$ cat config.mk
export PLATFORM = sky130hd
export DESIGN_NAME = multicycle_ctrl
export DESIGN_NICKNAME = d
export VERILOG_FILES = /design/src/rtl/ctrl_pkg.sv /design/src/rtl/alu_decoder.sv /design/src/rtl/multicycle_ctrl.sv
export SDC_FILE = /design/constraint.sdc
export NUM_CORES = 1
export LEC_CHECK = 0
export ABC_CLOCK_PERIOD_IN_PS = 3150
export CORE_AREA = 4 4 58 60
export CTS_CLUSTER_DIAMETER = 40
export DETAILED_ROUTE_END_ITERATION = 6
export DIE_AREA = 0 0 62 64
export REMOVE_ABC_BUFFERS = 1
export SYNTH_ARGS = -nofsm -noshare
export SYNTH_HDL_FRONTEND = slang
export SYNTH_SLANG_ARGS = --single-unit
export TNS_END_PERCENT = 100
$ cat constraint.sdc
create_clock -name clk -period 3.15 [get_ports clk]
set_input_delay 0.7875 -clock clk [delete_from_list [all_inputs] [get_ports clk]]
set_output_delay 0.7875 -clock clk [all_outputs]
set_load 0.01 [all_outputs]
$ cat src/rtl/ctrl_pkg.sv
// Shared encodings for the multicycle RV32I control path: FSM states, ALU
// operations, datapath select values and base opcodes.
package ctrl_pkg;

    typedef enum logic [4:0] {
        S_IDLE,
        S_FETCH,
        S_DECODE,
        S_MEM_ADR,
        S_MEM_RD,
        S_MEM_WB,
        S_MEM_WR,
        S_EXEC_R,
        S_EXEC_I,
        S_ALU_WB,
        S_BRANCH,
        S_JAL,
        S_JALR,
        S_LINK,
        S_LUI,
        S_AUIPC,
        S_TRAP
    } state_t;

    typedef enum logic [3:0] {
        ALU_ADD  = 4'd0,
        ALU_SUB  = 4'd1,
        ALU_AND  = 4'd2,
        ALU_OR   = 4'd3,
        ALU_XOR  = 4'd4,
        ALU_SLT  = 4'd5,
        ALU_SLTU = 4'd6,
        ALU_SLL  = 4'd7,
        ALU_SRL  = 4'd8,
        ALU_SRA  = 4'd9
    } alu_op_t;

    typedef enum logic [1:0] {
        CLS_ADD,
        CLS_R,
        CLS_I,
        CLS_BRANCH
    } alu_class_t;

    localparam logic [1:0] SRC1_PC     = 2'd0;
    localparam logic [1:0] SRC1_PC_OLD = 2'd1;
    localparam logic [1:0] SRC1_RS1    = 2'd2;

    localparam logic [1:0] SRC2_RS2    = 2'd0;
    localparam logic [1:0] SRC2_IMM    = 2'd1;
    localparam logic [1:0] SRC2_FOUR   = 2'd2;

    localparam logic [1:0] RES_ALUOUT  = 2'd0;
    localparam logic [1:0] RES_MEM     = 2'd1;
    localparam logic [1:0] RES_ALU     = 2'd2;
    localparam logic [1:0] RES_IMM     = 2'd3;

    localparam logic [6:0] OPC_LOAD    = 7'b0000011;
    localparam logic [6:0] OPC_STORE   = 7'b0100011;
    localparam logic [6:0] OPC_OP      = 7'b0110011;
    localparam logic [6:0] OPC_OP_IMM  = 7'b0010011;
    localparam logic [6:0] OPC_BRANCH  = 7'b1100011;
    localparam logic [6:0] OPC_JAL     = 7'b1101111;
    localparam logic [6:0] OPC_JALR    = 7'b1100111;
    localparam logic [6:0] OPC_LUI     = 7'b0110111;
    localparam logic [6:0] OPC_AUIPC   = 7'b0010111;

    // funct3[2] picks the less-than flag over equality; funct3[0] negates.
    function automatic logic branch_taken(input logic [2:0] funct3, input logic [1:0] zero);
        return (funct3[2] ? zero[1] : zero[0]) ^ funct3[0];
    endfunction

endpackage

$ cat src/rtl/alu_decoder.sv
// Combinational mapping from instruction class and funct fields to ALU_ctrl.
module alu_decoder
    import ctrl_pkg::*;
(
    input  alu_class_t  alu_class,
    input  logic [2:0]  funct3,
    input  logic        funct7_5,
    output alu_op_t     alu_op
);

    always_comb begin
        alu_op = ALU_ADD;
        case (alu_class)
            CLS_BRANCH: begin
                case (funct3[2:1])
                    2'b10:   alu_op = ALU_SLT;
                    2'b11:   alu_op = ALU_SLTU;
                    default: alu_op = ALU_SUB;
                endcase
            end
            CLS_R, CLS_I: begin
                case (funct3)
                    // Immediate forms have no subtract; bit 30 is part of the immediate.
                    3'd0:    alu_op = (alu_class == CLS_R && funct7_5) ? ALU_SUB : ALU_ADD;
                    3'd1:    alu_op = ALU_SLL;
                    3'd2:    alu_op = ALU_SLT;
                    3'd3:    alu_op = ALU_SLTU;
                    3'd4:    alu_op = ALU_XOR;
                    3'd5:    alu_op = funct7_5 ? ALU_SRA : ALU_SRL;
                    3'd6:    alu_op = ALU_OR;
                    default: alu_op = ALU_AND;
                endcase
            end
            default: alu_op = ALU_ADD;
        endcase
    end

endmodule

$ cat src/rtl/multicycle_ctrl.sv
// Main control FSM of the multicycle RV32I core; outputs are decoded from the
// current state, with memory handshake and branch outcome folded in.
module multicycle_ctrl
    import ctrl_pkg::*;
(
    input  logic        clk,
    input  logic        rst_n,
    input  logic [6:0]  opcode,
    input  logic [2:0]  funct3,
    input  logic        funct7_5,
    input  logic [1:0]  zero,
    input  logic        mem_ready,
    output logic        mem_req,
    output logic        mem_we,
    output logic        adr_sel,
    output logic        ir_write,
    output logic        pc_write,
    output logic        reg_write,
    output logic [1:0]  result_sel,
    output logic [1:0]  ALU_src1_sel,
    output logic [1:0]  ALU_src2_sel,
    output logic [3:0]  ALU_ctrl,
    output logic        illegal
);

    state_t     state;
    state_t     state_next;
    alu_class_t alu_class;
    alu_op_t    alu_op;

    alu_decoder u_alu_decoder (
        .alu_class (alu_class),
        .funct3    (funct3),
        .funct7_5  (funct7_5),
        .alu_op    (alu_op)
    );

    assign ALU_ctrl = alu_op;

    always_ff @(posedge clk or negedge rst_n) begin
        if (!rst_n) begin
            state <= S_IDLE;
        end else begin
            state <= state_next;
        end
    end

    always_comb begin
        state_next   = state;
        mem_req      = 1'b0;
        mem_we       = 1'b0;
        adr_sel      = 1'b0;
        ir_write     = 1'b0;
        pc_write     = 1'b0;
        reg_write    = 1'b0;
        result_sel   = RES_ALUOUT;
        ALU_src1_sel = SRC1_PC;
        ALU_src2_sel = SRC2_RS2;
        alu_class    = CLS_ADD;
        illegal      = 1'b0;

        case (state)
            S_IDLE: state_next = S_FETCH;
            S_FETCH: begin
                mem_req      = 1'b1;
                ALU_src2_sel = SRC2_FOUR;
                result_sel   = RES_ALU;
                if (mem_ready) begin
                    ir_write   = 1'b1;
                    pc_write   = 1'b1;
                    state_next = S_DECODE;
                end
            end
            S_DECODE: begin
                // Speculative PC_old + imm lands in ALUOut for branch/JAL targets.
                ALU_src1_sel = SRC1_PC_OLD;
                ALU_src2_sel = SRC2_IMM;
                case (opcode)
                    OPC_LOAD, OPC_STORE: state_next = S_MEM_ADR;
                    OPC_OP:              state_next = S_EXEC_R;
                    OPC_OP_IMM:          state_next = S_EXEC_I;
                    OPC_BRANCH:          state_next = S_BRANCH;
                    OPC_JAL:             state_next = S_JAL;
                    OPC_JALR:            state_next = S_JALR;
                    OPC_LUI:             state_next = S_LUI;
                    OPC_AUIPC:           state_next = S_AUIPC;
                    default:             state_next = S_TRAP;
                endcase
            end
            S_MEM_ADR: begin
                ALU_src1_sel = SRC1_RS1;
                ALU_src2_sel = SRC2_IMM;
                state_next   = (opcode == OPC_STORE) ? S_MEM_WR : S_MEM_RD;
            end
            S_MEM_RD: begin
                mem_req = 1'b1;
                adr_sel = 1'b1;
                if (mem_ready) state_next = S_MEM_WB;
            end
            S_MEM_WB: begin
                result_sel = RES_MEM;
                reg_write  = 1'b1;
                state_next = S_FETCH;
            end
            S_MEM_WR: begin
                mem_req = 1'b1;
                mem_we  = 1'b1;
                adr_sel = 1'b1;
                if (mem_ready) state_next = S_FETCH;
            end
            S_EXEC_R: begin
                ALU_src1_sel = SRC1_RS1;
                ALU_src2_sel = SRC2_RS2;
                alu_class    = CLS_R;
                state_next   = S_ALU_WB;
            end
            S_EXEC_I: begin
                ALU_src1_sel = SRC1_RS1;
                ALU_src2_sel = SRC2_IMM;
                alu_class    = CLS_I;
                state_next   = S_ALU_WB;
            end
            S_ALU_WB: begin
                reg_write  = 1'b1;
                state_next = S_FETCH;
            end
            S_BRANCH: begin
                ALU_src1_sel = SRC1_RS1;
                ALU_src2_sel = SRC2_RS2;
                alu_class    = CLS_BRANCH;
                pc_write     = branch_taken(funct3, zero);
                state_next   = S_FETCH;
            end
            S_JAL: begin
                // Target already in ALUOut; ALU forms the link address meanwhile.
                pc_write     = 1'b1;
                ALU_src1_sel = SRC1_PC_OLD;
                ALU_src2_sel = SRC2_FOUR;
                state_next   = S_ALU_WB;
            end
            S_JALR: begin
                ALU_src1_sel = SRC1_RS1;
                ALU_src2_sel = SRC2_IMM;
                result_sel   = RES_ALU;
                pc_write     = 1'b1;
                state_next   = S_LINK;
            end
            S_LINK: begin
                ALU_src1_sel = SRC1_PC_OLD;
                ALU_src2_sel = SRC2_FOUR;
                state_next   = S_ALU_WB;
            end
            S_LUI: begin
                result_sel = RES_IMM;
                reg_write  = 1'b1;
                state_next = S_FETCH;
            end
            S_AUIPC: begin
                ALU_src1_sel = SRC1_PC_OLD;
                ALU_src2_sel = SRC2_IMM;
                state_next   = S_ALU_WB;
            end
            S_TRAP: illegal = 1'b1;
            default: state_next = S_IDLE;
        endcase
    end

endmodule

Word level (Yosys, flattened, before mapping)
Cells that the tools add are included.
{ "classes": {"n_eq_ne": 39, "muxes": 24, "n_bitwise": 2, "n_reduce_logical": 17} }
{ "op_table": {"columns": ["cell", "count"], "rows": [
  ["$pmux W5 S9", 1],
  ["$eq A5 B4 Y1 const B", 8],
  ["$pmux W5 S8", 1],
  ["$pmux W4 S7", 1],
  ["$eq A7 B6 Y1 const B", 3],
  ["$eq A7 B7 Y1 const B", 3],
  ["$eq A5 B3 Y1 const B", 4],
  ["$reduce_or A5 Y1", 4],
  ["$mux W5", 3],
  ["$eq A7 B5 Y1 const B", 2],
  ["$pmux W2 S3", 2],
  ["$eq A5 B2 Y1 const B", 2],
  ["$mux W1", 10],
  ["$reduce_or A2 Y1", 5],
  ["$eq A3 B3 Y1 const B", 3],
  ["$reduce_or A3 Y1", 3],
  ["$eq A2 B2 Y1 const B", 4],
  ["$pmux W2 S2", 2],
  ["$pmux W4 S2", 1],
  ["$eq A7 B2 Y1 const B", 1],
  ["$eq A3 B2 Y1 const B", 2],
  ["$ne A2 B2 Y1 const B", 3],
  ["$pmux W3 S2", 1],
  ["$eq A5 B1 Y1 const B", 1],
  ["other kinds (12)", 12]
]} }
{ "totals": {"register_bits": 5, "input_bits": 16, "out_inout_bits": 17, "wordCells": 83} }

Depth between registers and ports, before layout
Gate-level depths: netlist of run 1.
{ "depth": {"ltp_word": 7, "mapped_depth": 10, "depth_no_buf": 9} }

Modules after synthesis
Synthesis of run 1 repeated with hierarchy kept, for this count alone.
{ "unflattened": {"cells_unflattened": 135, "area_unflattened_um2": 937.1} }
{ "modules_own_cells": {"columns": ["mod", "n_inst", "cells_each", "area_each_um2", "seq_area_each_um2"], "rows": [
  ["multicycle_ctrl", 1, 114, 803.3, 125.1],
  ["alu_decoder", 1, 21, 133.9, 0.0]
]} }

Least setup slack after synthesis of run 1
No wires, ideal clock.
{ "synth_path": {"path_kind": "flip-flop to output port", "start": "register state[2]", "end": "output port ALU_ctrl[3]", "t_arrival_ns": 1.808, "required_time_ns": 2.362, "slack_ns": 0.555, "stages_incl_launch_ff": 5, "n_path_buf": 1, "path_cell_list": "dfrtp_1 > clkbuf_1 > or3_1 > ha_1 > nor4_1"} }
{ "synth_between": {"elab_chain_cells": 5, "word_cells_on_any_way": 9, "cone_classes": "6 x eq/ne; 2 x mux; 1 x reduce/logical"} }
{ "synth_lines": {"columns": ["item", "line", "text"], "rows": [
  ["start: declaration", "multicycle_ctrl.sv:26", "state_t state;"],
  ["start signal: assignment", "multicycle_ctrl.sv:44", "state <= state_next;"],
  ["$eq A5 B4 Y1 / $eq A5 B3 Y1 (equally long branches)", "multicycle_ctrl.sv:62", "case (state)"],
  ["$pmux W2 S3 *", "multicycle_ctrl.sv:62", null],
  ["$eq A2 B2 Y1 / $eq A2 B1 Y1 (equally long branches)", "alu_decoder.sv:13", "case (alu_class)"],
  ["$reduce_or A2 Y1", "alu_decoder.sv:13", null],
  ["$pmux W4 S2 *", "alu_decoder.sv:13", null],
  ["end: declaration", "multicycle_ctrl.sv:22", "output logic [3:0] ALU_ctrl,"]
]} }
Every way passes the cells marked *; elsewhere a longest branch is shown, timed or not.

Final worst setup path of run 1
{ "layout_path": {"start": "input port funct3[2]", "end": "output port pc_write"} }
{ "layout_between": {"elab_chain_cells": 3} }
{ "layout_lines": {"columns": ["item", "line", "text"], "rows": [
  ["start: declaration", "multicycle_ctrl.sv:9", "input logic [2:0] funct3,"],
  ["$mux W1", "ctrl_pkg.sv:70", "return (funct3[2] ? zero[1] : zero[0]) ^ funct3[0];"],
  ["$xor A1 B1 Y1", "ctrl_pkg.sv:70", null],
  ["$pmux W1 S3", "multicycle_ctrl.sv:62", null],
  ["end: declaration", "multicycle_ctrl.sv:17", "output logic pc_write,"]
]} }
No other way between the ends.

==> results.md, run 1 <==
- Worst R2R Setup Slack: 1.45 ns
- Routability cong.: 0.803
- Initial drt markers: 26
- Initial antenna violation count: 0
- Final ANT Viol Nets: 0
- Outcome: finished clean
- Post-CTS setup repair buffer count: 0
- Core Area: 0.00293 mm2
- Post-synth top area share: 0.132
- Syn Area/Cell: 6.59 um2
- FFs w/ async S/R, synth: 1.00
- Diode count: 0
- Num rows: 20
- Post-Route WL: between 2000 and 3000 um
- Port bufs: 32
- Vias per Instance: 5.60
- Net count, final: roughly 200
- Register bit total from synthesis: 5
- Hold Path End: state[3]$_DFFE_PN0P_
- Die X: 62 um
- Worst hold margin: 0.697 ns
- Die span in y: 64 um
- Post-Syn Instances: about 140
- First-pass GRT wire length: 4780 um
- Final setup TNS: 0 ns
- RSZ-0062 raised after global routing: no
- Most frequent cell after synthesis: a21oi_1
- Fin. Hold Viols: 0
- Clock latency on the worst-skew pair: between 0.2 and 0.25 ns
- Clock transition at path regs: roughly 0.040 ns
- Hold crit path type: flop to flop
- Critical Path Max Stage Delay: 0.50 ns
- Yosys warnings: 0
- Vias in the first global route: 1,126
- MaxCap Viol Count: 0
- DRT Pass-1 Iters: 4
- Peak VDD IR: 0.000454 V
- Share of layout cells above drive strength 1: 0.112
- I/O pin cnt: 33
- Via Count: 1,187
- Most flop-heavy register: state
- Area grow syn2layout: 46.6%
- Starting Density: 0.324
- Worst hold path cell count: 2
- Clock Sinks: 5
- Worst reg2reg path endpoint: state[3]$_DFFE_PN0P_
- Pleak: about 0.59 nW
- Cell variety after synth: 44
- Tot Pwr: 0.000815 W
- Post-DP HPWL: 2230 um
- Tightest Pin Transition: 0.414 ns
- Seq/Total Area, Yosys: 0.132
- Max stage delay cell, worst path: clkdlybuf4s50_1
- Largest net degree at the start of global routing: 22
- Required @ worst endpoint: between 2 and 2.5 ns
- Max Buffers Root-to-Sink: 2
- Global-route usage over all layers: 0.150
- # DRC: 0
- Worst Skew: ~0.0020 ns
- # setup viols final: 0
- Met3 usage: 0.0121
- Top_reg_cell synth: dfrtp_1
- WS Path Type: primary input to output port
- Cell family with most CP delay: buffers and inverters
- Post-route clock period utilization: 0.941
- Root buf cell: clkbuf_4
- Post-route cell area: 0.00139 mm2
- Die ar.: 0.00397 mm2
- Final min period: 2.97 ns
- Post-synth EDFFs: 0
- Max_slew headroom: 0.717
- Power per Cell Area: ~600 mW/mm2
- DP Area: 0.00134 mm2
- Synth area leaders: dfrtp_1, a21oi_1, nand3_1
- Worst Path Arrival: approximately 2.2 ns
- Synth cell count leaders: a21oi_1, nand2_1, nor2_1, nand3_1, o21ai_0
- Reg2Reg Launch Point: state[3]$_DFFE_PN0P_
- Busiest grt layer: met2
- Layout Utilization: 0.475
- CTS tree: done
- Routed len/inst: 13.6 um
- Crit-path cells: clkdlybuf4s50_1 -> mux2i_1 -> xor2_1 -> a21o_1 -> a21oi_1 -> dlygate4sd2_1
- CP Max Fanout: 2
- Regs by FF count: state x5
- Startpoint types: primary input
- Crit end category: output port
- Slew Limit Fails: 0
- FF-to-FF path depth: 5
- Total CTS buffers: 3
- Crit path depth: 6
- HP Start: state[4]$_DFFE_PN0P_
- Max reg flops: 5
- Synthesized area: 948 um2
- Yosys top cell by area: dfrtp_1
- Buf+Inv Stages, Crit Path: 2
- Total global routing overflow: 0
- CTS H-tree lvls: 1
- Met1 usage: 0.174
- Grt met2 use: 0.282
- Top achievable clock speed: between 0.3 and 0.4 GHz
worst max path at each step:
stage	start	endpoint	slack, ns
after floorplan	state[3]$_DFFE_PN0P_	ALU_ctrl[3]	0.47
after global placement	funct3[2]	pc_write	-0.06
after detailed placement	funct3[2]	pc_write	-0.11
after CTS	funct3[0]	ALU_ctrl[0]	0.01
after global routing	state[0]$_DFFE_PN0P_	ALU_ctrl[2]	0.1
final	funct3[2]	pc_write	0.18
cell usage in the layout (no fill, tap or decap), types with 2 or more instances in the layout:
master and count:
o21a_1 3, a21o_1 2, o211ai_1 2, clkbuf_4 3
nor4_1 2, a21oi_1 16, clkdlybuf4s50_1 27, nor2_1 12
inv_1 6, nand2_1 12, buf_4 10, mux2i_1 4
nand3b_1 4, dlygate4sd2_1 2, o21ai_0 7, or3_1 3
nor3_1 7, dfrtp_1 5, ha_1 2, or2b_1 2
nand3_1 9, nand2b_1 5, xor2_1 2, o22a_1 2
nor2b_1 2, dlymetal6s2s_1 3
repair_timing:
item / in CTS / in global routing
setup endpoints to repair: 5 / 3
hold buffers: 0 / 0
gates resized for setup: 6 / 4
endpoints found under the hold margin: 0 / 0
through the flow:
step	worst slack, ns	instances
floorplan	0.466	133
global placement	-0.0648	208
detailed placement	-0.107	208
CTS	0.0112	212
global route	0.0955	212
finish	0.185	212
report_power, final:
part           total (W)  internal, W  leakage [nW]  switching, W
clock          0.0000723    0.0000478        0.0150     0.0000246
combinational   0.000638     0.000301         0.510      0.000337
sequential      0.000105    0.0000882        0.0661     0.0000172
total           0.000815     0.000437         0.591      0.000379
layout make-up:
class | count | area, um2
multi-input cells | 122 | 774
well taps | 33 | 41.3
fillers | 305 | 1540
repair buffers | 42 | 400
clock buffers | 4 | 26.3
inverters | 6 | 22.5
flip-flops and latches | 5 | 125
cells by family after synthesis:
group                    share of synthesized area
AND/OR/NAND/NOR                              0.367
AO/OA/AOI/OAI                                0.327
buffers and inverters                       0.0739
flip-flops                                   0.132
multiplexers                                0.0422
adder cells (fa/ha/maj)                     0.0396
XOR/XNOR                                    0.0185
worst register-to-register path: stages, from the launching register on:
cell      delay [ns]
dfrtp_1         0.41
buf_4           0.19
or2_4           0.28
or3_1           0.35
o22a_1          0.22
a211oi_2        0.17
routing by layer:
metal | share of wire | vias to the layer above
met5 | 0 | -
met4 | 0.0049 | 0
met3 | 0.055 | 2
met2 | 0.53 | 30
met1 | 0.41 | 554
li1 | - | 601
Power figures use the tool's default switching activity.
==> run 2, diff against run 1 <==
--- a/config.mk
+++ b/config.mk
@@ -6,10 +6,12 @@
 export NUM_CORES = 1
 export LEC_CHECK = 0
 export ABC_CLOCK_PERIOD_IN_PS = 3150
-export CORE_AREA = 4 4 58 60
-export CTS_CLUSTER_DIAMETER = 40
+export CORE_AREA = 4 4 51 53
+export CTS_CLUSTER_DIAMETER = 200
 export DETAILED_ROUTE_END_ITERATION = 6
-export DIE_AREA = 0 0 62 64
+export DIE_AREA = 0 0 55 57
+export GPL_ROUTABILITY_DRIVEN = 0
+export PLACE_DENSITY = 0.78
 export REMOVE_ABC_BUFFERS = 1
 export SYNTH_ARGS = -nofsm -noshare
 export SYNTH_HDL_FRONTEND = slang
==> results.md, run 2 (same netlist as run 1, synthesis figures left out) <==
- Most frequent cells in the layout: clkdlybuf4s50_1, a21oi_1, nor2_1, nand2_1, nand3_1
- Final ANT Viol Nets: 0
- Starting Density: 0.441
- HP Start: state[4]$_DFFE_PN0P_
- CP Max Fanout: 2
- Final min period: 3.02 ns
- Core Area: about 0.0021 mm2
- Worst R2R Setup Slack: 1.43 ns
- Post-route clock period utilization: 0.958
- Hold crit path type: flop to flop
- Power per Cell Area: about 600 mW/mm2
- Post-route cell area: 0.00137 mm2
- Pleak: roughly 0.57 nW
- # DRC: 0
- P_sw: 0.000377 W
- Critical Path Max Stage Delay: 0.51 ns
- Post-CTS setup repair buffer count: 0
- Tightest Pin Transition: just over 0.4 ns
- Initial antenna violation count: 0
- Total CTS buffers: 3
- Global-route usage over all layers: 0.186
- Most flop-heavy register: state
- Via Count: 1,200
- Slew Limit Fails: 0
- Worst hold path cell count: 2
- Area grow syn2layout: 44.1%
- Largest net degree at the start of global routing: 22
- Clock Sinks: 5
- Max Buffers Root-to-Sink: 2
- Vias per Instance: about 5.9
- Max stage delay cell, worst path: clkdlybuf4s50_1
- Startpoint types: primary input
- Buf+Inv Stages, Crit Path: 2
- Comb pwr share: 0.789
- Max_slew headroom: 0.717
- Final setup TNS: 0 ns
- Commonest non-fill, non-tap cell in the layout: clkdlybuf4s50_1
- Top achievable clock speed: 0.331 GHz
- I/O pin cnt: 33
- Num rows: 17
- Initial drt markers: 23
- Die X: between 50 and 60 um
- Worst reg2reg path endpoint: state[3]$_DFFE_PN0P_
- Reg2Reg Launch Point: state[3]$_DFFE_PN0P_
- Clock power share: 0.087
- Crit end category: output port
- CTS tree: done
- Net count, final: about 200
- Hold Path End: state[3]$_DFFE_PN0P_
- First-pass GRT wire length: approximately 4600 um
- DP Area: 0.00132 mm2
- FF-to-FF path depth: 5
- Required @ worst endpoint: 2.36 ns
- Cell family with most CP delay: buffers and inverters
- MaxCap Viol Count: 0
- # setup viols final: 0
- Outcome: finished clean
- Post-DP HPWL: 2130 um
- Share of layout cells above drive strength 1: 0.102
- Post-Route WL: 2750 um
- DRT Pass-1 Iters: 5
- RSZ-0062 raised after global routing: no
- Int Pwr: around 0.00043 W
- Net Sw Frac: 0.465
- Diode count: 0
- Root buf cell: clkbuf_4
- Clock transition at path regs: approximately 0.04 ns
- Tot Pwr: 0.000810 W
- Regs by FF count: state x5
- Worst hold margin: 0.654 ns
- Total global routing overflow: 0
- Clock latency on the worst-skew pair: around 0.23 ns
- Worst Path Arrival: 2.23 ns
- CTS H-tree lvls: 1
- Max reg flops: 5
- Post-CTS Hold Fix Bufs: 0
- Sequential share of power: 0.124
- Fin. Hold Viols: 0
- WS Path Type: primary input to output port
- Die span in y: 57 um
- Crit-path cells: clkdlybuf4s50_1 -> mux2i_1 -> xor2_1 -> a21o_1 -> a21oi_1 -> dlygate4sd2_1
- Port bufs: 32
- Peak VDD IR: approximately 0.00028 V
- Routed len/inst: 13.4 um
- Worst Skew: 0.000239 ns
- Vias in the first global route: 1,164
- Die ar.: 0.00314 mm2
[run 2: worst max path at each step]
stage / depth (start not counted) / slack, ns / endpoint / startpoint
floorplan: 4 / 0.47 / ALU_ctrl[3] / state[3]$_DFFE_PN0P_
global placement: 6 / -0.1 / pc_write / funct3[2]
detailed placement: 6 / -0.17 / pc_write / funct3[2]
CTS: 7 / 0.005 / ALU_ctrl[1] / funct3[2]
global route: 6 / 0.05 / pc_write / funct3[2]
finish: 6 / 0.13 / pc_write / funct3[2]
[run 2: layout make-up]
| cell class | instances | area [um2] |
|---|---|---|
| clock buffer | 4 | 26.3 |
| fill | 211 | 782 |
| inverter | 6 | 22.5 |
| multi-input combinational | 122 | 776 |
| sequential | 5 | 125 |
| tap | 28 | 35.0 |
| timing repair buffer | 40 | 382 |
[run 2: worst reg2reg max path: stages, from the launching register on]
cell	delay [ns]
dfrtp_1	0.38
buf_4	0.20
or2_4	0.29
or3_1	0.35
o22a_1	0.23
a211oi_2	0.18
[run 2: metrics by stage]
stage	setup slack [ns]	utilization	instances
final	0.132	0.636	205
after floorplan	0.466	-	133
after global placement	-0.0960	0.613	201
after detailed placement	-0.173	0.613	201
after CTS	0.00511	0.630	205
after global routing	0.0534	0.636	205
[run 2: what timing repair did]
action | 4_1_cts | 5_1_grt
resized for setup | 6 | 4
endpoints found under the setup margin | 5 | 2
pin swaps | 0 | 0
[run 2: power by group through the flow]
stage	sequential, W	clock, W	combinational, W
after floorplan	0.000164	0	0.000281
after global placement	0.000101	0	0.000626
after detailed placement	0.000101	0	0.000632
after CTS	0.000100	0.0000735	0.000635
after global routing	0.000103	0.0000800	0.000699
final	0.000101	0.0000702	0.000639
[run 2: per-layer routing]
layer  GRT usage  routed length, um  vias up
li1            -                  -      594
met3     0.00261                115        6
met1       0.210               1110      567
met2       0.331               1470       33
met4       0.115                 53        0
met5           0                  0        -
